**config.mk**
```make
export PLATFORM = sky130hd
export DESIGN_NAME = tile_lookup_scheduler
export DESIGN_NICKNAME = d
export VERILOG_FILES = /design/src/rtl/tile_lookup_scheduler.sv
export SDC_FILE = /design/constraint.sdc
export NUM_CORES = 1
export LEC_CHECK = 0
export ABC_AREA = 1
export CORE_MARGIN = 4
export CORE_UTILIZATION = 40
export CTS_CLUSTER_SIZE = 12
export DETAILED_ROUTE_END_ITERATION = 7
export GPL_TIMING_DRIVEN = 0
export PLACE_DENSITY = 0.81
export SLEW_MARGIN = 10
export SYNTH_ARGS = -nofsm -noshare
export SYNTH_HDL_FRONTEND = slang
export SYNTH_SLANG_ARGS = --single-unit
```
**constraint.sdc**
```tcl
create_clock -name clk -period 4 [get_ports clk]
set_input_delay 0.8 -clock clk [delete_from_list [all_inputs] [get_ports clk]]
set_output_delay 0.8 -clock clk [all_outputs]
set_load 0.05 [all_outputs]
```
**src/rtl/tile_lookup_scheduler.sv**
```systemverilog
// -----------------------------------------------------------------------------
// tile_lookup_scheduler
//
// Purpose:
//   Shares one tile-map memory read port between N_REQ requesters that each
//   need the tile type under a pixel position. Requests are served round-robin.
//   A grant samples that requester's X/Y, snaps them to the enclosing tile,
//   reads the map at row*GRID_COLS+col and returns the tile type and the
//   tile's top-left corner, tagged with the requester id. One lookup is in
//   flight at a time: grant in cycle T, map read strobe in T+1, response in T+3.
//
// Ports:
//   clk, resetN          clock, asynchronous active-low reset
//   req                  per-requester level request
//   reqX, reqY           packed 11-bit pixel coordinates, slice i = [11i+10:11i]
//   gnt                  one-hot 1-cycle pulse; X/Y of that requester sampled
//   map_rd_en, map_addr  map read strobe and address (row*GRID_COLS+col)
//   map_rd_data          map data, valid the cycle after map_rd_en
//   rsp_valid            1-cycle response pulse
//   rsp_id, rsp_tileType, rsp_tileTopLeftX, rsp_tileTopLeftY
//                        response fields, held until the next response
//   dbg_state            current FSM state (IDLE=0, ISSUE=1, WAIT=2, RESP=3)
//
// Handshake: req is a level; a requester is served in the cycle gnt[i] is high,
// and only the X/Y presented in that cycle are used. Keeping req high after a
// grant is a new request. rsp_valid is a single-cycle strobe with no backpressure.
//
// Optional feature (macro TILE_OOB_CHECK_EN): a tile outside the GRID_COLS x
// GRID_ROWS map suppresses the memory read and returns tile type 0.
// -----------------------------------------------------------------------------
module tile_lookup_scheduler #(
    parameter int N_REQ      = 4,
    parameter int TILE_SHIFT = 6,
    parameter int GRID_COLS  = 10,
    parameter int GRID_ROWS  = 8,
    parameter int TYPE_W     = 4,
    parameter int ADDR_W     = 7,
    localparam int ID_W      = (N_REQ > 1) ? $clog2(N_REQ) : 1
) (
    input  logic                  clk,
    input  logic                  resetN,
    input  logic [N_REQ-1:0]      req,
    input  logic [N_REQ*11-1:0]   reqX,
    input  logic [N_REQ*11-1:0]   reqY,
    output logic [N_REQ-1:0]      gnt,
    output logic                  map_rd_en,
    output logic [ADDR_W-1:0]     map_addr,
    input  logic [TYPE_W-1:0]     map_rd_data,
    output logic                  rsp_valid,
    output logic [ID_W-1:0]       rsp_id,
    output logic [TYPE_W-1:0]     rsp_tileType,
    output logic [10:0]           rsp_tileTopLeftX,
    output logic [10:0]           rsp_tileTopLeftY,
    output logic [1:0]            dbg_state
);

    typedef enum logic [1:0] {
        S_IDLE  = 2'd0,
        S_ISSUE = 2'd1,
        S_WAIT  = 2'd2,
        S_RESP  = 2'd3
    } state_t;

    state_t            state;
    logic [ID_W-1:0]   rr;
    logic [ID_W-1:0]   id_q;
    logic [10:0]       tlx_q;
    logic [10:0]       tly_q;

    logic              pick_found;
    logic [ID_W-1:0]   pick_id;
    logic [10:0]       sel_x;
    logic [10:0]       sel_y;
    logic [10:0]       pick_col;
    logic [10:0]       pick_row;
    logic [ADDR_W-1:0] pick_addr;

    // Round-robin search: first asserted req at or after rr, wrapping.
    always_comb begin
        pick_found = 1'b0;
        pick_id    = '0;
        for (int i = 0; i < N_REQ; i++) begin
            if (!pick_found && req[(int'(rr) + i) % N_REQ]) begin
                pick_found = 1'b1;
                pick_id    = ID_W'((int'(rr) + i) % N_REQ);
            end
        end
    end

    assign sel_x    = reqX[int'(pick_id)*11 +: 11];
    assign sel_y    = reqY[int'(pick_id)*11 +: 11];
    assign pick_col = sel_x >> TILE_SHIFT;
    assign pick_row = sel_y >> TILE_SHIFT;
    // Address is formed at full width and then truncated to the map port.
    assign pick_addr = ADDR_W'(32'(pick_row) * 32'(GRID_COLS) + 32'(pick_col));

    // Grant is combinational so X/Y are sampled in the same cycle gnt is seen.
    // Gated by resetN so every output reads 0 while reset is asserted.
    assign gnt = (state == S_IDLE && pick_found && resetN)
                 ? (N_REQ'(1) << pick_id) : '0;

    assign dbg_state = state;

`ifdef TILE_OOB_CHECK_EN
    logic pick_oob;
    logic oob_q;
    assign pick_oob = (int'(pick_col) >= GRID_COLS) || (int'(pick_row) >= GRID_ROWS);
`endif

    always_ff @(posedge clk or negedge resetN) begin
        if (!resetN) begin
            state            <= S_IDLE;
            rr               <= '0;
            id_q             <= '0;
            tlx_q            <= '0;
            tly_q            <= '0;
            map_rd_en        <= 1'b0;
            map_addr         <= '0;
            rsp_valid        <= 1'b0;
            rsp_id           <= '0;
            rsp_tileType     <= '0;
            rsp_tileTopLeftX <= '0;
            rsp_tileTopLeftY <= '0;
`ifdef TILE_OOB_CHECK_EN
            oob_q            <= 1'b0;
`endif
        end else begin
            map_rd_en <= 1'b0;
            rsp_valid <= 1'b0;
            case (state)
                S_IDLE: begin
                    if (pick_found) begin
                        id_q     <= pick_id;
                        tlx_q    <= pick_col << TILE_SHIFT;
                        tly_q    <= pick_row << TILE_SHIFT;
                        map_addr <= pick_addr;
`ifdef TILE_OOB_CHECK_EN
                        // Out-of-map tiles skip the memory strobe but still
                        // pass through the ISSUE slot so latency stays T+3.
                        oob_q     <= pick_oob;
                        map_rd_en <= !pick_oob;
`else
                        map_rd_en <= 1'b1;
`endif
                        state    <= S_ISSUE;
                    end
                end
                S_ISSUE: begin
                    state <= S_WAIT;
                end
                S_WAIT: begin
                    // Memory data is valid this cycle; response goes out next.
`ifdef TILE_OOB_CHECK_EN
                    rsp_tileType <= oob_q ? '0 : map_rd_data;
`else
                    rsp_tileType <= map_rd_data;
`endif
                    rsp_id           <= id_q;
                    rsp_tileTopLeftX <= tlx_q;
                    rsp_tileTopLeftY <= tly_q;
                    rsp_valid        <= 1'b1;
                    state            <= S_RESP;
                end
                S_RESP: begin
                    if (int'(id_q) == N_REQ - 1) rr <= '0;
                    else                         rr <= id_q + ID_W'(1);
                    state <= S_IDLE;
                end
                default: state <= S_IDLE;
            endcase
        end
    end

endmodule

```
==> flow_summary.json <==
{
  "fmax_mhz": 279,
  "dieArea_mm2": 0.00817,
  "synth_top_area_cell": "dfrtp_1",
  "hold_violations": 0,
  "gp_congestion": 0.862,
  "synth_cells": 341,
  "num_antenna_cells": 0,
  "r2r_slack_ns": 0.53,
  "dieHeight_um": 90.4,
  "antenna_found_initial": 0,
  "clk_pin_slew_ns": 0.07,
  "ant_nets": 0,
  "start_util_pct": 42.0,
  "cp.required_ns": 4.19,
  "critPathKind": "in2reg",
  "detail_route.iter0.violations": 92,
  "ys_seq_elements": 40,
  "grt_max_degree": 33,
  "yosysSeqAreaShare_pct": 36.9,
  "async_flop_share_pct": 100,
  "cp_max_fo": 9,
  "htree_levels": 2,
  "synthFlopType": "dfrtp_1",
  "setup_viol": 0,
  "fin_ws_ns": 0.412,
  "drv_slew": 0,
  "overflow": 0,
  "area_growth_pct": 43.1,
  "tightest_slew_ns": 0.534,
  "fin_crit_sh_pct": 89.7,
  "viasPerCell": 4.82,
  "ctsHoldBuffers": 0,
  "ys_top_cells_by_area": "dfrtp_1 37%, nand2_1 12%, inv_1 5.4%",
  "relSlewSlack_pct": 64.3,
  "cts_tree": "built",
  "final_area_mm2": 0.00388,
  "fin_skew_ns": 0.00506,
  "syn-cell-area_mm2": 0.00271,
  "place_area_mm2": 0.00367,
  "route.detailed.drc": 0,
  "r2r_cells": 26,
  "first_global_vias": 2435,
  "cp-start-kind": "input pin",
  "hold_path.class": "in2async",
  "synth_top_area_share_pct": 36.9,
  "rr_endpoint": "map_addr[6]",
  "cts_buffers": 5,
  "critPathTopFamily": "simple AND/OR/NAND/NOR gates",
  "clock_path_buffers": 2,
  "yosys_warnings": 0,
  "drv_cap": 0,
  "num_vias": 2533,
  "min_period_ns": 3.59,
  "synth_most_common_cell": "nand2_1",
  "drive_above_1_share_pct": 23.4,
  "core_area_mm2": 0.00646,
  "die_x_um": 90.4,
  "pre_cts_ws_ns": -0.384,
  "dr.pass1.iters": 4,
  "synth_common_cells": "87 x nand2_1, 40 x dfrtp_1, 39 x inv_1",
  "ios": 141,
  "synth-edff-count": 0,
  "clk-insertion-delay-late_ns": 0.29,
  "wl_per_cell_um": 13.2,
  "io_buffers": 80,
  "grt_usage_pct": 16.6,
  "dp_hpwl_mm": 5.48,
  "startpoint": "req[1]",
  "cts-root-buf": "clkbuf_8",
  "outcome": "finished, final reports clean",
  "slowest_delay_ns": 0.60,
  "rsz0062_at_grt": "false",
  "syn_avg_cell_area_um2": 7.96,
  "cp-end-kind": "flop",
  "worstPathBufferInverterCount": 5,
  "fin_nets": 558,
  "fp-row-count": 29,
  "synth_cell_types": 34,
  "r2r-start": "rr[0]",
  "routed_wl_mm": 6.92,
  "cts_sinks": 40,
  "grt_pass1_wl_mm": 11.2,
  "critPathArrivalTime_ns": 3.77,
  "cpMaxStageDelayCell": "fa_2"
}
metrics by stage:
step	cells	util, %	hold WS (ns)	setup TNS, ns
finish	525	60.1	0.370	0
global route	525	60.1	0.382	0
CTS	517	58.0	0.381	0
detailed placement	510	56.8	0.473	-1.02
global placement	509	56.5	0.467	-3.23
floorplan	352	-	0.443	0
per-layer routing:
metal	up-vias	track usage, %	wire length, um
li1	1265	-	-
met1	1156	19.9	2820
met2	102	29.4	3430
met3	10	4.67	580
met4	0	4.08	87
met5	-	0	0
cells in the final DEF (no fill, tap or decap), drive strengths merged, types with 2 or more instances in the layout:
| cell | netlist | routed |
|---|---|---|
| conb | 1 | 12 |
| buf | 16 | 26 |
| inv | 47 | 47 |
| a21oi | 7 | 7 |
| nand2 | 116 | 116 |
| o22ai | 2 | 2 |
| mux2 | 12 | 12 |
| nand4 | 5 | 5 |
| xor2 | 3 | 3 |
| a31oi | 2 | 2 |
| dlygate4sd2 | 0 | 4 |
| clkdlybuf4s50 | 0 | 71 |
| nor2 | 28 | 28 |
| dlymetal6s2s | 0 | 4 |
| clkbuf | 4 | 10 |
| nand3 | 20 | 20 |
| a22oi | 3 | 3 |
| dfrtp | 40 | 40 |
| o21ai | 17 | 17 |
| ha | 11 | 11 |
worst max-delay path by stage:
stage | end | cells past startpoint
after CTS | map_addr[6] | 26
after detailed placement | map_addr[6] | 23
after floorplan | map_addr[6] | 22
after global routing | map_addr[6] | 26
final | map_addr[6] | 26
after global placement | gnt[0] | 4
layout make-up:
class                      count  area (um^2)
buffer                        20          146
clock buffer                   6         72.6
clock inverter                 1         5.00
fill                         581         2570
inverter                      47          186
multi-input combinational    245         1500
sequential                    40         1000
tap                           77         96.3
timing repair buffer          89          881
cells by family (layout without fill, tap and decap cells):
family | after synthesis | count (layout) | synth area share, %
AND/OR/NAND/NOR | 171 | 171 | 31.6
buffers and inverters | 67 | 163 | 12.2
flip-flops | 40 | 40 | 36.9
AO/OA/AOI/OAI | 35 | 35 | 7.42
adder cells (fa/ha/maj) | 12 | 12 | 5.81
multiplexers | 12 | 12 | 4.98
XOR/XNOR | 3 | 3 | 0.968
other | 1 | 12 | 0.138
what timing repair did:
action,CTS,global route
pin swaps,0,10
setup buffers,0,8
setup endpoints to repair,5,7
gates resized for setup,6,21
state kept, by name, summed over array words and instances (netlist names):
name              count
rsp_id                2
map_addr              7
rsp_tileType          4
id_q                  2
dbg_state             2
rsp_valid             1
map_rd_en             1
rsp_tileTopLeftX      5
rsp_tileTopLeftY      5
tlx_q                 4
rr                    2
tly_q                 5
Power is left out: the tool's default activity adds up to more than one toggle a clock period on the data nets, which glitch-free logic cannot reach.
